$ cat config.mk
export PLATFORM = sky130hd
export DESIGN_NAME = spi_dac_receiver
export DESIGN_NICKNAME = d
export VERILOG_FILES = /design/src/rtl/spi_pkg.sv /design/src/rtl/spi_sync_edge.sv /design/src/rtl/spi_dac_receiver.sv
export SDC_FILE = /design/constraint.sdc
export NUM_CORES = 1
export LEC_CHECK = 0
export CORE_MARGIN = 2
export CORE_UTILIZATION = 40
export DETAILED_ROUTE_END_ITERATION = 8
export SYNTH_ARGS = -nofsm -noshare
export SYNTH_HDL_FRONTEND = slang
export SYNTH_SLANG_ARGS = --single-unit
$ cat constraint.sdc
create_clock -name clk -period 2.8 [get_ports clk]
set_input_delay 0.56 -clock clk [delete_from_list [all_inputs] [get_ports clk]]
set_output_delay 0.56 -clock clk [all_outputs]
set_load 0.02 [all_outputs]
$ cat src/rtl/spi_pkg.sv
// Shared types for the 3-wire SPI link: receiver FSM state and the default word width.
package spi_pkg;

    typedef enum logic {
        IDLE  = 1'b0,
        SHIFT = 1'b1
    } spi_rx_state_t;

    localparam int SPI_DATA_W = 12;

endpackage

$ cat src/rtl/spi_sync_edge.sv
// Multi-flop synchronizer with one extra delay flop for rise/fall detection.
module spi_sync_edge #(
    parameter int   SYNC_STAGES = 2,
    parameter logic RST_VAL     = 1'b0
) (
    input  logic clk,
    input  logic rst,
    input  logic din,
    output logic sync,
    output logic rise,
    output logic fall
);

    logic [SYNC_STAGES-1:0] stage_reg;
    logic                   dly_reg;

    // Reset to the idle line level so release does not fake an edge.
    always_ff @(posedge clk or negedge rst) begin
        if (!rst) begin
            stage_reg <= {SYNC_STAGES{RST_VAL}};
            dly_reg   <= RST_VAL;
        end else begin
            stage_reg <= {stage_reg[SYNC_STAGES-2:0], din};
            dly_reg   <= stage_reg[SYNC_STAGES-1];
        end
    end

    assign sync = stage_reg[SYNC_STAGES-1];
    assign rise = sync & ~dly_reg;
    assign fall = ~sync & dly_reg;

endmodule

$ cat src/rtl/spi_dac_receiver.sv
// DAC-side SPI receiver: oversamples sclk/cs/mosi, shifts one DATA_W-bit word per cs-low
// frame and reports a good word with done or a malformed frame with err.
module spi_dac_receiver
    import spi_pkg::*;
#(
    parameter int DATA_W      = SPI_DATA_W,
    parameter bit LSB_FIRST   = 1'b1,
    parameter int SYNC_STAGES = 2
) (
    input  logic              clk,
    input  logic              rst,
    input  logic              sclk,
    input  logic              cs,
    input  logic              mosi,
    output logic [DATA_W-1:0] dout,
    output logic              done,
    output logic              err,
    output logic              busy
);

    localparam int               CNT_W    = $clog2(DATA_W + 1);
    localparam logic [CNT_W-1:0] CNT_FULL = CNT_W'(DATA_W);

    logic s_sclk, sclk_rise, sclk_fall_unused;
    logic s_cs, cs_rise, cs_fall;
    logic s_mosi, mosi_rise_unused, mosi_fall_unused;
    logic s_sclk_unused, s_cs_unused;

    spi_sync_edge #(.SYNC_STAGES(SYNC_STAGES), .RST_VAL(1'b0)) u_sync_sclk (
        .clk(clk), .rst(rst), .din(sclk),
        .sync(s_sclk), .rise(sclk_rise), .fall(sclk_fall_unused)
    );

    spi_sync_edge #(.SYNC_STAGES(SYNC_STAGES), .RST_VAL(1'b1)) u_sync_cs (
        .clk(clk), .rst(rst), .din(cs),
        .sync(s_cs), .rise(cs_rise), .fall(cs_fall)
    );

    spi_sync_edge #(.SYNC_STAGES(SYNC_STAGES), .RST_VAL(1'b0)) u_sync_mosi (
        .clk(clk), .rst(rst), .din(mosi),
        .sync(s_mosi), .rise(mosi_rise_unused), .fall(mosi_fall_unused)
    );

    assign s_sclk_unused = s_sclk;
    assign s_cs_unused   = s_cs;

    spi_rx_state_t     state_reg, state_next;
    logic [CNT_W-1:0]  cnt_reg, cnt_next;
    logic              ovf_reg, ovf_next;
    logic [DATA_W-1:0] shreg_reg, shreg_next, shreg_shifted;
    logic [DATA_W-1:0] dout_reg, dout_next;
    logic              done_reg, done_next;
    logic              err_reg, err_next;

    always_comb begin
        if (LSB_FIRST) shreg_shifted = {s_mosi, shreg_reg[DATA_W-1:1]};
        else           shreg_shifted = {shreg_reg[DATA_W-2:0], s_mosi};
    end

    // cs_rise is judged on the count/ovf after this cycle's sclk_rise, so a final
    // bit arriving together with cs_rise still counts.
    always_comb begin
        state_next = state_reg;
        cnt_next   = cnt_reg;
        ovf_next   = ovf_reg;
        shreg_next = shreg_reg;
        dout_next  = dout_reg;
        done_next  = 1'b0;
        err_next   = 1'b0;
        case (state_reg)
            IDLE: begin
                if (cs_fall) begin
                    state_next = SHIFT;
                    cnt_next   = '0;
                    ovf_next   = 1'b0;
                    shreg_next = '0;
                end
            end
            SHIFT: begin
                if (sclk_rise) begin
                    if (cnt_reg == CNT_FULL) begin
                        ovf_next = 1'b1;
                    end else begin
                        shreg_next = shreg_shifted;
                        cnt_next   = cnt_reg + 1'b1;
                    end
                end
                if (cs_rise) begin
                    state_next = IDLE;
                    if (cnt_next == CNT_FULL && !ovf_next) begin
                        dout_next = shreg_next;
                        done_next = 1'b1;
                    end else begin
                        err_next = 1'b1;
                    end
                end
            end
            default: state_next = IDLE;
        endcase
    end

    always_ff @(posedge clk or negedge rst) begin
        if (!rst) begin
            state_reg <= IDLE;
            cnt_reg   <= '0;
            ovf_reg   <= 1'b0;
            shreg_reg <= '0;
            dout_reg  <= '0;
            done_reg  <= 1'b0;
            err_reg   <= 1'b0;
        end else begin
            state_reg <= state_next;
            cnt_reg   <= cnt_next;
            ovf_reg   <= ovf_next;
            shreg_reg <= shreg_next;
            dout_reg  <= dout_next;
            done_reg  <= done_next;
            err_reg   <= err_next;
        end
    end

    assign dout = dout_reg;
    assign done = done_reg;
    assign err  = err_reg;
    assign busy = (state_reg == SHIFT);

endmodule

# Yosys cells after proc, flatten, opt, wreduce, memory -nomap -nowiden
# Index checks and enable logic that the tools add are counted.
# Widths: inputs -> output; s select.
# totals
reg_bits	40
out_inout_bits	15
word_cells	49
in_bits	5
# op_classes
n_eq_ne	3
reduce_logical	3
bitwise_logic	7
addsub	1
muxes	23
# ops
operator	n
$mux 12	3
$pmux 12 s2	1
$mux 4	4
$mux 1	12
$eq 4x4->1 const B	2
$pmux 4 s2	1
$add 4x1->4 const B	1
$not 1->1	4
$pmux 1 s2	2
$and 1x1->1	3
$reduce_and 3->1	1
$ne 2x2->1 const B	1
$logic_and 1x1->1	1
$logic_not 1->1	1

# Depth between registers and ports, before layout
# Gate-level depths: netlist (run 1).
# logic_depth
depth_word	9
mapped_depth	8

# Cells and area by module
# A second synthesis (run 1) with hierarchy kept.
# unflattened
cells_unflattened	157
hier_area_um2	1916.8
# modules_own_cells
mod	instances	seq_area_each_um2	area_each_um2	cells_each
spi_dac_receiver	1	800.8	1642.8	142
spi_sync_edge at u_sync_mosi ...	2	75.1	90.1	5
spi_sync_edge at u_sync_cs	1	78.8	93.8	5

# Worst setup path before layout (run 1)
# Ideal clock, no wire load.
# synth_path
path_type	reg2reg
start	register cnt_reg[0]
end	register dout_reg[10] (netlist: dout[10])
path_buffers	1
required_time_ns	2.675
path_stages_with_launch	7
t_arrival_ns	2.047
path_slack_ns	0.628
cell_sequence	dfrtp_1 ha_1 or4_1 a311oi_2 nand3_2 buf_6 mux2_4
# synth_between
elab_chain_cells	7
word_cells_on_any_way	14
# synth_rtl
element	line	text
start, declared	spi_dac_receiver.sv:48	logic [CNT_W-1:0] cnt_reg, cnt_next;
start signal, assigned	spi_dac_receiver.sv:113	cnt_reg <= cnt_next;
$add 4x1->4 / $eq 4x4->1 (equally long branches)	spi_dac_receiver.sv:85, spi_dac_receiver.sv:81	
$mux 4 / $mux 1 (equally long branches)	spi_dac_receiver.sv:81	if (cnt_reg == CNT_FULL) begin
$mux 4 / $mux 1 (equally long branches)	spi_dac_receiver.sv:80	if (sclk_rise) begin
$mux 4 / $mux 1 (equally long branches)	spi_dac_receiver.sv:70	case (state_reg)
$eq 4x4->1 / $logic_not 1->1 (equally long branches)	spi_dac_receiver.sv:90	if (cnt_next == CNT_FULL && !ovf_next) begin
$logic_and 1x1->1	spi_dac_receiver.sv:90	
$reduce_and 3->1 (no source line)	n/a	
end signal, assigned	spi_dac_receiver.sv:116	dout_reg <= dout_next;
end, declared	spi_dac_receiver.sv:51	logic [DATA_W-1:0] dout_reg, dout_next;
# Parallel ways exist; a longest one is shown, timed or not. The select of a mux whose other input is x is not followed.
# A chain may end at the register's enable or synchronous reset.

# Worst setup path in the final report (run 1)
# layout_path
start	register cnt_reg[0]
end	register dout_reg[2] (netlist: dout[2])
# The elaborated chain is that of the path after synthesis.

==> results of run 1 <==
==> routing by layer <==
layer,vias to the layer above,routed length [µm],track usage
met4,0,26,0.06624
met1,538,1506,0.1856
met3,2,96,0.03634
met2,19,1521,0.2308
met5,-,0,0
li1,498,-,-
==> cell type report <==
class                           count  area (µm²)
Clock buffer                        6       82.58
Clock inverter                      2       15.01
Fill cell                         371        2022
Inverter                            3       11.26
Multi-Input combinational cell     78       680.7
Sequential cell                    40        1005
Tap cell                           50       62.56
Timing Repair Buffer               22       207.7
==> cells in the final DEF, fill, tap and decap left out, types with 3 or more instances in the layout <==
cell / instances
a21oi_1: 5
a22o_1: 14
buf_4: 3
clkbuf_8: 6
clkdlybuf4s50_1: 18
dfrtp_1: 37
dfstp_2: 3
inv_1: 3
mux2_2: 15
mux2_4: 9
nand2_1: 5
nor2_1: 8
nor2b_1: 3
==> metrics by stage <==
step           hold WS, ns  setup WS [ns]  utilization
2_1_floorplan       0.2644         0.6282            -
3_3_place_gp        0.3330         0.5678       0.4813
3_5_place_dp        0.3402         0.5177       0.4813
4_1_cts             0.3592         0.4821       0.5052
5_1_grt             0.3674         0.3035       0.5052
6_report            0.3563         0.4879       0.5052
==> final timing paths <==
kind                                          start                  endpoint  slack, ns  cells past startpoint
max                                      cnt_reg[0]                   dout[2]       0.49                      6
min                        u_sync_sclk.stage_reg[0]  u_sync_sclk.stage_reg[1]       0.36                      0
max reg2reg                              cnt_reg[0]                   dout[2]       0.49                      6
min reg2reg                u_sync_sclk.stage_reg[0]  u_sync_sclk.stage_reg[1]       0.36                      0
max in group asynchronous                       rst              shreg_reg[0]       1.86                      1
min in group asynchronous                       rst                cnt_reg[1]       0.38                      1
==> cell families (layout without fill, tap and decap cells) <==
| logic type | Yosys count | count (layout) | share of synthesized area |
|---|---|---|---|
| DFF | 40 | 40 | 0.5819 |
| xor gates and xnor gates | 1 | 1 | 0.005073 |
| and+or+nand+nor | 28 | 28 | 0.09131 |
| muxes | 24 | 24 | 0.1761 |
| AOI/OAI and AO/OA | 23 | 23 | 0.1072 |
| adders and majority gates | 2 | 2 | 0.01449 |
| buffers and inverters | 9 | 33 | 0.02391 |
==> synth_stat cells (2+ instances only) <==
cell and instances:
dfrtp_1 37, nor2b_1 3, nor2_1 8, a21oi_1 5, mux2_2 15, a22o_1 14
nand3_1 2, ha_1 2, mux2_4 9, nand2b_1 2, dfstp_2 3, inv_1 3
nand2_1 5, nand3b_1 2, clkbuf_1 4
==> power groups by stage <==
stage / combinational [mW] / sequential, mW / clock [mW]
after floorplan: 0.0901 / 0.635 / 0
after global placement: 0.135 / 0.635 / 0
after detailed placement: 0.139 / 0.637 / 0
after CTS: 0.140 / 0.626 / 0.413
after global routing: 0.158 / 0.630 / 0.433
final: 0.139 / 0.626 / 0.395
==> run summary, run 1 <==
STATUS
--------------------------------------------------------------------------------------
Status                                                                    finished clean

POWER
--------------------------------------------------------------------------------------
Maximum vdd drop                                                           0.0003865 V
Combinational fraction of design power                                           0.120
Switching portion of total power                                                0.2568
Total Power                                                                   1.159 mW
Clock power frac                                                                 0.341
Internal Power                                                               0.8617 mW
Power per cell area                                                       561.6 nW/µm²
Net switching component of the power                                         0.2977 mW
Standby leakage power                                                        0.9616 nW
Flop pwr share                                                                   0.540

WORST SETUP PATH
--------------------------------------------------------------------------------------
Worst stage delay on the critical path                                         0.53 ns
Ordered cell list for the critical path                                   ha_1 > or4_1 > a311oi_2 > nand3_2 > buf_4 > mux2_4
CP startpoint kind                                                            register
Library cell contributing the largest single delay on the critical path          or4_1
Critical path type                                                          reg -> reg
CP required                                                                    2.97 ns
Type of destination of the critical path                                      register
Worst EP arrival                                                               2.48 ns
Combined buffer and inverter count along the critical path                           1
Maximum fanout count along the critical path                                        13
Kind of cell adding the most delay to the critical path                   simple AND/OR/NAND/NOR gates

ROUTE
--------------------------------------------------------------------------------------
DR iter-0 viols                                                                     53
Drt total wl                                                                   3150 µm
ANT nets after route                                                                 0
Vias per inst                                                                    5.259
First-pass DRT Iterations                                                            4
Number of DRC violations after detailed routing                                      0
Overall via count from detail_route                                               1057
Average detailed-routed wire length per instance                              15.67 µm

FLOORPLANNING
--------------------------------------------------------------------------------------
Y dimension of the die                                                        69.70 µm
Die Footprint                                                                 4858 µm²
Overall die width                                                             69.70 µm
Top-Level Pins                                                                      20
Effective utilization at floorplan                                              0.4225
Count of standard-cell rows                                                         23
CORE AREA                                                                     4086 µm²

CLOCK TREE
--------------------------------------------------------------------------------------
Buffers from clock root to sink, at most                                             2
Clk Latency, worst-skew pair                                                   0.28 ns
Number of clock buffers inserted by TritonCTS                                        5
Clock sink count                                                                    40
TritonCTS clock tree                                                             built
Number of H-tree branching levels                                                    2
Worst-path clk slew                                                            0.08 ns
CTS-repair resized insts                                                             0
Number of setup buffers added after CTS                                              0
Buffer type at the clock tree root                                            clkbuf_8
Number of hold buffers added after CTS                                               0

GRT
--------------------------------------------------------------------------------------
Antenna violations before repair                                                     0
Vias in the first global route                                                    1156
Total Routing Usage GR                                                          0.1447
Wire length of the first global-routing pass                                   5561 µm
Largest net degree at the start of global routing                                   41
Total overflow reported by the global router                                         0

LOGIC SYNTHESIS
--------------------------------------------------------------------------------------
Combined area of all synthesized cells                                        1727 µm²
Cell count after synthesis                                                         127
Number of flops mapped to enable cells by yosys                                      0
Post-synthesis cell type with the largest combined area                        dfrtp_1
Proportion of synthesized chip area in sequential cells                         0.5819
Yosys warns                                                                          0
FFs w/ async S/R, synth                                                          1.000
Syn Nets                                                                           134
Number of distinct standard cells referenced by the synthesized netlist             28
Top FF cell, synth                                                             dfrtp_1
Share of Yosys cell area claimed by the top area cell type                      0.5362
Count of state elements after synthesis                                             40
Leading post-synthesis cells by cell area                                 dfrtp_1, mux2_2, mux2_4
Average footprint of a synthesized cell                                      13.60 µm²

FINAL LAYOUT
--------------------------------------------------------------------------------------
Number of nets in the layout                                                       157
Inserted Diodes                                                                      0
Share of final-layout standard cells stronger than drive strength 1             0.2715
Post-route non-filler standard cell count                                          201
Area growth from synthesis to layout                                            19.57%
Final design instance area without fill                                       2064 µm²

TIMING
--------------------------------------------------------------------------------------
Unrepaired setup endpoints after global routing                                  false
Final critical-path share of the clock period                                   0.8257
Post-Route Setup TNS                                                              0 ns
Shortest clock period the worst path allows after layout                      2.312 ns
Final count of pins violating max slew                                               0
Normalized max-slew margin                                                      0.4210
Worst clock skew on the final layout                                       0.007610 ns
Max Fclk                                                                     432.5 MHz
Number of setup violations in the final report                                       0
Least-Margin Pin Slew                                                        0.8685 ns
Final Hold Violating Endpoints                                                       0

PLACED DESIGN
--------------------------------------------------------------------------------------
Number of port buffers                                                              19
Post-DP HPWL                                                                   2033 µm
Placed Cells                                                                       193
Final weighted congestion in routability-driven placement                       0.7237
Placement Cell Area                                                           1967 µm²

HOLD PATH
--------------------------------------------------------------------------------------
Path type of the worst min-delay path                                       reg -> reg

RUN
--------------------------------------------------------------------------------------
Max-capacitance violation count                                                      0

Power figures use the tool's default switching activity.
==> inputs of run 2 (changes only) <==
Clock period 2.8 ns to 2.1 ns, I/O delays scaled along.
==> run 2 against run 1 <==
Compared with the run above:
- sequential power up 33%
- highest routed layer unchanged
- the flow now finishes with violations (setup timing)
- clock-buffer cell count rose by 1
- final area is 9.3% higher
- die area did not move
- maximum frequency up 7.4%
==> run summary, run 2 (synthesis results as in run 1) <==
STATUS
----------------------------------------------------------------------------------
Status                                                                finished with violations
Violated checks                                                       setup timing

TIMING
----------------------------------------------------------------------------------
Least-Margin Pin Slew                                                    0.4974 ns   -0.3711 ns
Final WS setup                                                         -0.05245 ns   -0.5404 ns
Worst hold margin                                                        0.1759 ns   -0.1804 ns
Worst clock skew on the final layout                                   0.009063 ns   +0.001454 ns
Final count of pins violating max slew                                           0   unchanged
Normalized max-slew margin                                                  0.6677   +0.2467
Max Fclk                                                                 464.6 MHz   +7.4%
Unrepaired setup endpoints after global routing                               true
Number of setup violations in the final report                                  12   +12
Final critical-path share of the clock period                                1.025   +0.1992
Shortest clock period the worst path allows after layout                  2.152 ns   -0.1596 ns
Final Hold Violating Endpoints                                                   0   unchanged

WORST SETUP PATH
----------------------------------------------------------------------------------
Critical path type                                                      reg -> reg
Type of destination of the critical path                                  register
CP startpoint kind                                                        register
CP required                                                                2.27 ns   -0.70 ns
Worst EP arrival                                                           2.33 ns   -0.15 ns
Maximum fanout count along the critical path                                    13   unchanged

CLOCK TREE
----------------------------------------------------------------------------------
TritonCTS clock tree                                                         built
Clock sink count                                                                40   unchanged
Number of H-tree branching levels                                                2   unchanged
Worst-path clk slew                                                        0.08 ns   about the same
Number of clock buffers inserted by TritonCTS                                    5   unchanged
Number of hold buffers added after CTS                                           0   unchanged
Buffer type at the clock tree root                                        clkbuf_8
Buffers from clock root to sink, at most                                         2   unchanged
Clk Latency, worst-skew pair                                               0.29 ns   about the same

FLOORPLANNING
----------------------------------------------------------------------------------
Y dimension of the die                                                    69.70 µm   unchanged
Count of standard-cell rows                                                     23   unchanged
Top-Level Pins                                                                  20   unchanged
Die Footprint                                                             4858 µm²   unchanged
Overall die width                                                         69.70 µm   unchanged
CORE AREA                                                                 4086 µm²   unchanged
Effective utilization at floorplan                                          0.4225   unchanged

FINAL LAYOUT
----------------------------------------------------------------------------------
Area growth from synthesis to layout                                        30.72%
Filler Cell Count                                                              338   -8.9%
Inserted Diodes                                                                  0   unchanged
Number of nets in the layout                                                   172   +9.6%
Commonest non-fill, non-tap cells in the layout                       dfrtp_1, clkdlybuf4s50_1, buf_4
Post-route non-filler standard cell count                                      216   +7.5%
Most common library cell in the layout ignoring fill and taps              dfrtp_1
Share of final-layout standard cells stronger than drive strength 1         0.3795   +0.1080

HOLD PATH
----------------------------------------------------------------------------------
Path type of the worst min-delay path                                  in -> async

PLACED DESIGN
----------------------------------------------------------------------------------
Placed Cells                                                                   205   +6.2%
Post-DP HPWL                                                               2052 µm   +0.91%
Pre-CTS worst setup slack                                               -0.1394 ns   -0.6571 ns
Final weighted congestion in routability-driven placement                   0.7433   +2.7%
Number of port buffers                                                          19   unchanged

POWER
----------------------------------------------------------------------------------
Power per cell area                                                   728.4 nW/µm²   +30%
Maximum vdd drop                                                       0.0004478 V   +16%
Standby leakage power                                                     1.056 nW   +9.8%
Total Power                                                               1.644 mW   +42%

ROUTE
----------------------------------------------------------------------------------
Average detailed-routed wire length per instance                          14.83 µm   -5.4%
DR iter-0 viols                                                                 50   -5.7%
Overall via count from detail_route                                           1118   +5.8%
Number of DRC violations after detailed routing                                  0   unchanged
First-pass DRT Iterations                                                        4   unchanged
ANT nets after route                                                             0   unchanged
Drt total wl                                                               3203 µm   +1.7%
Vias per inst                                                                5.176   -1.6%

GRT
----------------------------------------------------------------------------------
GR Util met1                                                                0.1912   +0.005623
Total Routing Usage GR                                                      0.1447   unchanged
Vias in the first global route                                                1121   -3.0%
Wire length of the first global-routing pass                               5513 µm   -0.86%
Total overflow reported by the global router                                     0   unchanged
Top Usage Layer GRT                                                           met2
Largest net degree at the start of global routing                               41   unchanged
Antenna violations before repair                                                 0   unchanged
Global-route track usage on met2                                            0.2147   -0.01603
GR met3 Demand/Resource                                                    0.05087   +0.01453

RUN
----------------------------------------------------------------------------------
Max-capacitance violation count                                                  0   unchanged

-- run 2: cell type report --
| class | count | area [µm²] | share of cell area |
|---|---|---|---|
| inverter | 3 | 11.26 | 0.004989 |
| sequential | 40 | 1005 | 0.4451 |
| clock buffer | 7 | 86.33 | 0.03825 |
| multi-input combinational | 78 | 739.5 | 0.3276 |
| timing repair buffer | 37 | 345.3 | 0.1530 |
| clock inverter | 1 | 7.507 | 0.003326 |
| tap | 50 | 62.56 | 0.02772 |
-- run 2: routing by layer --
layer | vias up | share of wire
li1 | 538 | -
met1 | 544 | 0.49
met2 | 31 | 0.43
met3 | 5 | 0.055
met4 | 0 | 0.018
met5 | - | 0
-- run 2: per-stage QoR --
step                  util  instance area (µm²)  setup TNS (ns)
floorplan                -                 1729         -0.2822
global placement    0.5101                 2085         -0.2667
detailed placement  0.5101                 2085          -1.503
CTS                 0.5444                 2225         -0.3937
global route        0.5524                 2257          -1.218
finish              0.5524                 2257         -0.4446
-- run 2: worst max-delay path, stage by stage (launching register included) --
cell,delay (ns)
dfrtp_1,0.43
ha_2,0.22
or4_4,0.53
a311oi_4,0.25
nand3_2,0.13
buf_12,0.18
mux2_4,0.29
-- run 2: what timing repair did --
item,CTS,global route
resized for setup,4,5
pin swaps,4,0
endpoints found under the setup margin,12,13
buffers inserted,4,0
-- run 2: power by group --
| group | leakage, nW | internal, mW | switching (mW) |
|---|---|---|---|
| registers | 0.532 | 0.805 | 0.0279 |
| clock network | 0.0445 | 0.267 | 0.262 |
| logic | 0.480 | 0.147 | 0.135 |
| total | 1.06 | 1.22 | 0.425 |
-- run 2: path summary, 6_finish.rpt --
path                                          start                       end  slack, ns  depth (start not counted)
setup / recovery                         cnt_reg[0]                   dout[6]      -0.05                          6
max in group asynchronous                       rst    u_sync_cs.stage_reg[0]       1.56                          2
hold reg to reg            u_sync_sclk.stage_reg[0]  u_sync_sclk.stage_reg[1]       0.35                          0
setup reg to reg                         cnt_reg[0]                   dout[6]      -0.05                          6
hold / removal                                  rst                   dout[7]       0.18                          2
min in group clk           u_sync_sclk.stage_reg[0]  u_sync_sclk.stage_reg[1]       0.35                          0
==> variant, RTL diff (flow settings as in run 2) <==
Make the reset (`rst`) synchronous in 2 clocked blocks.
--- a/src/rtl/spi_sync_edge.sv
+++ b/src/rtl/spi_sync_edge.sv
@@ -17,3 +17,3 @@
     // Reset to the idle line level so release does not fake an edge.
-    always_ff @(posedge clk or negedge rst) begin
+    always_ff @(posedge clk) begin
         if (!rst) begin
--- a/src/rtl/spi_dac_receiver.sv
+++ b/src/rtl/spi_dac_receiver.sv
@@ -101,3 +101,3 @@
 
-    always_ff @(posedge clk or negedge rst) begin
+    always_ff @(posedge clk) begin
         if (!rst) begin
Check against the original RTL: differs if rst is asserted again (counterexample within 4 cycles, from zero or initial values and one cycle with rst low); with rst held inactive, the same outputs for 10 cycles.
==> variant against run 2 <==
  * Synthesized cell count rose by 58%
  * Area after synthesis increased by 6.2%
  * Hold slack improved by 0.24 ns
  * Sequential cell count stayed put
  * Worst setup slack improved by 0.13 ns
  * Largest cell class is now multi-input gates
  * Highest routed layer unchanged
  * Cell area is 0.83% higher
  * Wire length grew 26%
  * Critical path type unchanged
Power is not compared: it rests on default switching activity, and its combinational part moved more than twofold at a synthesized area within 25%.
==> variant: results (changes against run 2) <==
Outcome
  • Outcome: finished, final reports clean

Drt
  • First-pass iteration count of the detailed router: 4 (unchanged)
  • Via count: 1513 (+35%)
  • Routed WL per cell: 14.6 um (-1.5%)
  • Detailed Route Iter0 Violations: 82 (+64%)

Clock network
  • Clock buffer depth: 2 (unchanged)
  • Worst-skew pair later-pin latency: 0.29 ns (about the same)
  • Post-cts sizing count: 0 (-4)
  • CTS Root Cell: clkbuf_8
  • Post-CTS setup buffer count: 0 (-4)
  • H-tree levels: 2 (unchanged)
  • CTS Buf Count: 5 (unchanged)
  • CTS clk-pin slew, worst paths: 0.08 ns (about the same)

Layout
  • Ant diodes: 0 (unchanged)
  • Nets: 231 (+34%)
  • Layout cells sized above 1: 12.9% (-25 points)

Worst setup path
  • Max stage delay on crit path: 0.38 ns (-0.15 ns)
  • FF-to-FF setup slack: 0.08 ns (+0.13 ns)
  • Critical path peak fanout: 4 (-9)
  • CP max-delay cell: or3b_4
  • Worst EP arrival: 2.24 ns (-0.09 ns)

Global route
  • Total track usage: 15.4% (+0.92 points)
  • Vias in the first global route: 1346 (+20%)
  • Global-route wire length before repair: 6.18 mm (+12%)
  • Largest net degree at the start of global routing: 40 (-2.4%)
  • Initial antenna violation count: 0 (unchanged)

STA
  • Max Clock Skew: 0.00701 ns (-0.00205 ns)
  • Slew headroom: 60.9% (-5.9 points)
  • Hold WS: 0.417 ns (+0.241 ns)

Placed design
  • Port Buffers: 19 (unchanged)
  • Post-detail-place hpwl: 2.51 mm (+22%)
  • GPL Wtd Cong: 0.814 (+9.5%)

Logic synthesis
  • Compound-gate portion of the synthesized area: 21.1% (+10 points)
  • Seq/Total Area, Yosys: 43.7% (-15 points)
  • Synth Warn #: 0 (unchanged)
  • Distinct cell type count of the synthesized netlist: 34 (+21%)
  • Synth area leaders: dfxtp_1 (44%), a21boi_1 (7.8%), mux2i_1 (7.1%), nand3_1 (4.9%), o21ai_0 (4.1%)
  • Synth Area in Adders: 1.36% (-0.085 points)
  • Xor/xnor share of the synthesized area: 0% (-0.51 points)
  • Post-synthesis mux area share: 7.09% (-11 points)
  • Syn nets: 208 (+55%)
  • Commonest cells post-synth: dfxtp_1 (40), a21boi_1 (19), nand2_1 (18), nand3_1 (18), o21ai_0 (15)
  • Async SR Flop Fraction: 0% (-100 points)

Pwr
  • Maximum VDD drop: around 0.35 mV
  • Leakage power: about 0.84 nW

Min path
  • Tightest Hold Check Type: register to register
variant: changes by cell type after synthesis, sizes merged, moves of 4 or more:
| cell | delta |
|---|---|
| a21boi | +28 |
| mux2 | -24 |
| and2 | +6 |
| a21oi | -4 |
| o21ai | +14 |
| dfrtp | -37 |
| mux2i | +13 |
| a22o | -14 |
| nor2 | -6 |
| or3 | +12 |
| nand2 | +13 |
| clkbuf | +8 |
| dfxtp | +40 |
| nand3 | +15 |
variant: metal layers:
layer	track usage [%]	up-vias	part of all wire [%]
met3	4.64	4	3.9
met2	23.3	35	46
met5	0	-	0
li1	-	753	-
met4	6.92	0	1.0
met1	20.3	721	49
variant: worst max-delay path: cells and delay by family, from the launching register on:
family / cells / cell delay [ns]
adders and majority gates: 1 / 0.24
DFF: 1 / 0.33
buffers and inverters: 1 / 0.06
and+or+nand+nor: 2 / 0.76
AOI/OAI and AO/OA: 3 / 0.58
variant: stage by stage:
stage	area, um2	worst slack [ns]	cells	total power [mW]
4_1_cts	2190	0.00743	274	1.33
5_1_grt	2280	-0.0128	276	1.38
3_5_place_dp	2110	0.0293	267	0.852
2_1_floorplan	1840	0.0339	201	0.829
6_report	2280	0.0806	276	1.32
3_3_place_gp	2110	0.0698	267	0.850
variant: logic make-up (layout without fill, tap and decap cells):
logic type	Yosys count	count (layout)
buf+inv	21	42
compound gates	51	53
flops	40	40
mux	13	13
fa+ha+maj	2	2
simple gates	74	74
variant: worst paths after layout:
path / from / cells past startpoint / endpoint
max: cnt_reg[0] / 7 / dout[2]
min reg2reg: u_sync_cs.stage_reg[0] / 1 / u_sync_cs.stage_reg[1]
min: u_sync_cs.stage_reg[0] / 1 / u_sync_cs.stage_reg[1]
max reg2reg: cnt_reg[0] / 7 / dout[2]
variant: cell type report:
type / count / area (um2)
fillers: 412 / 2110
multi-input cells: 142 / 1030
well taps: 52 / 65.1
repair buffers: 29 / 278
flip-flops and latches: 40 / 803
clock buffers: 5 / 68.8
clock inverters: 2 / 12.5
inverters: 6 / 22.5
variant: power breakdown:
part	switching, mW	total (mW)	internal, mW
Sequential	0.00641	0.772	0.766
Clock	0.258	0.483	0.225
Combinational	0.0319	0.0663	0.0344
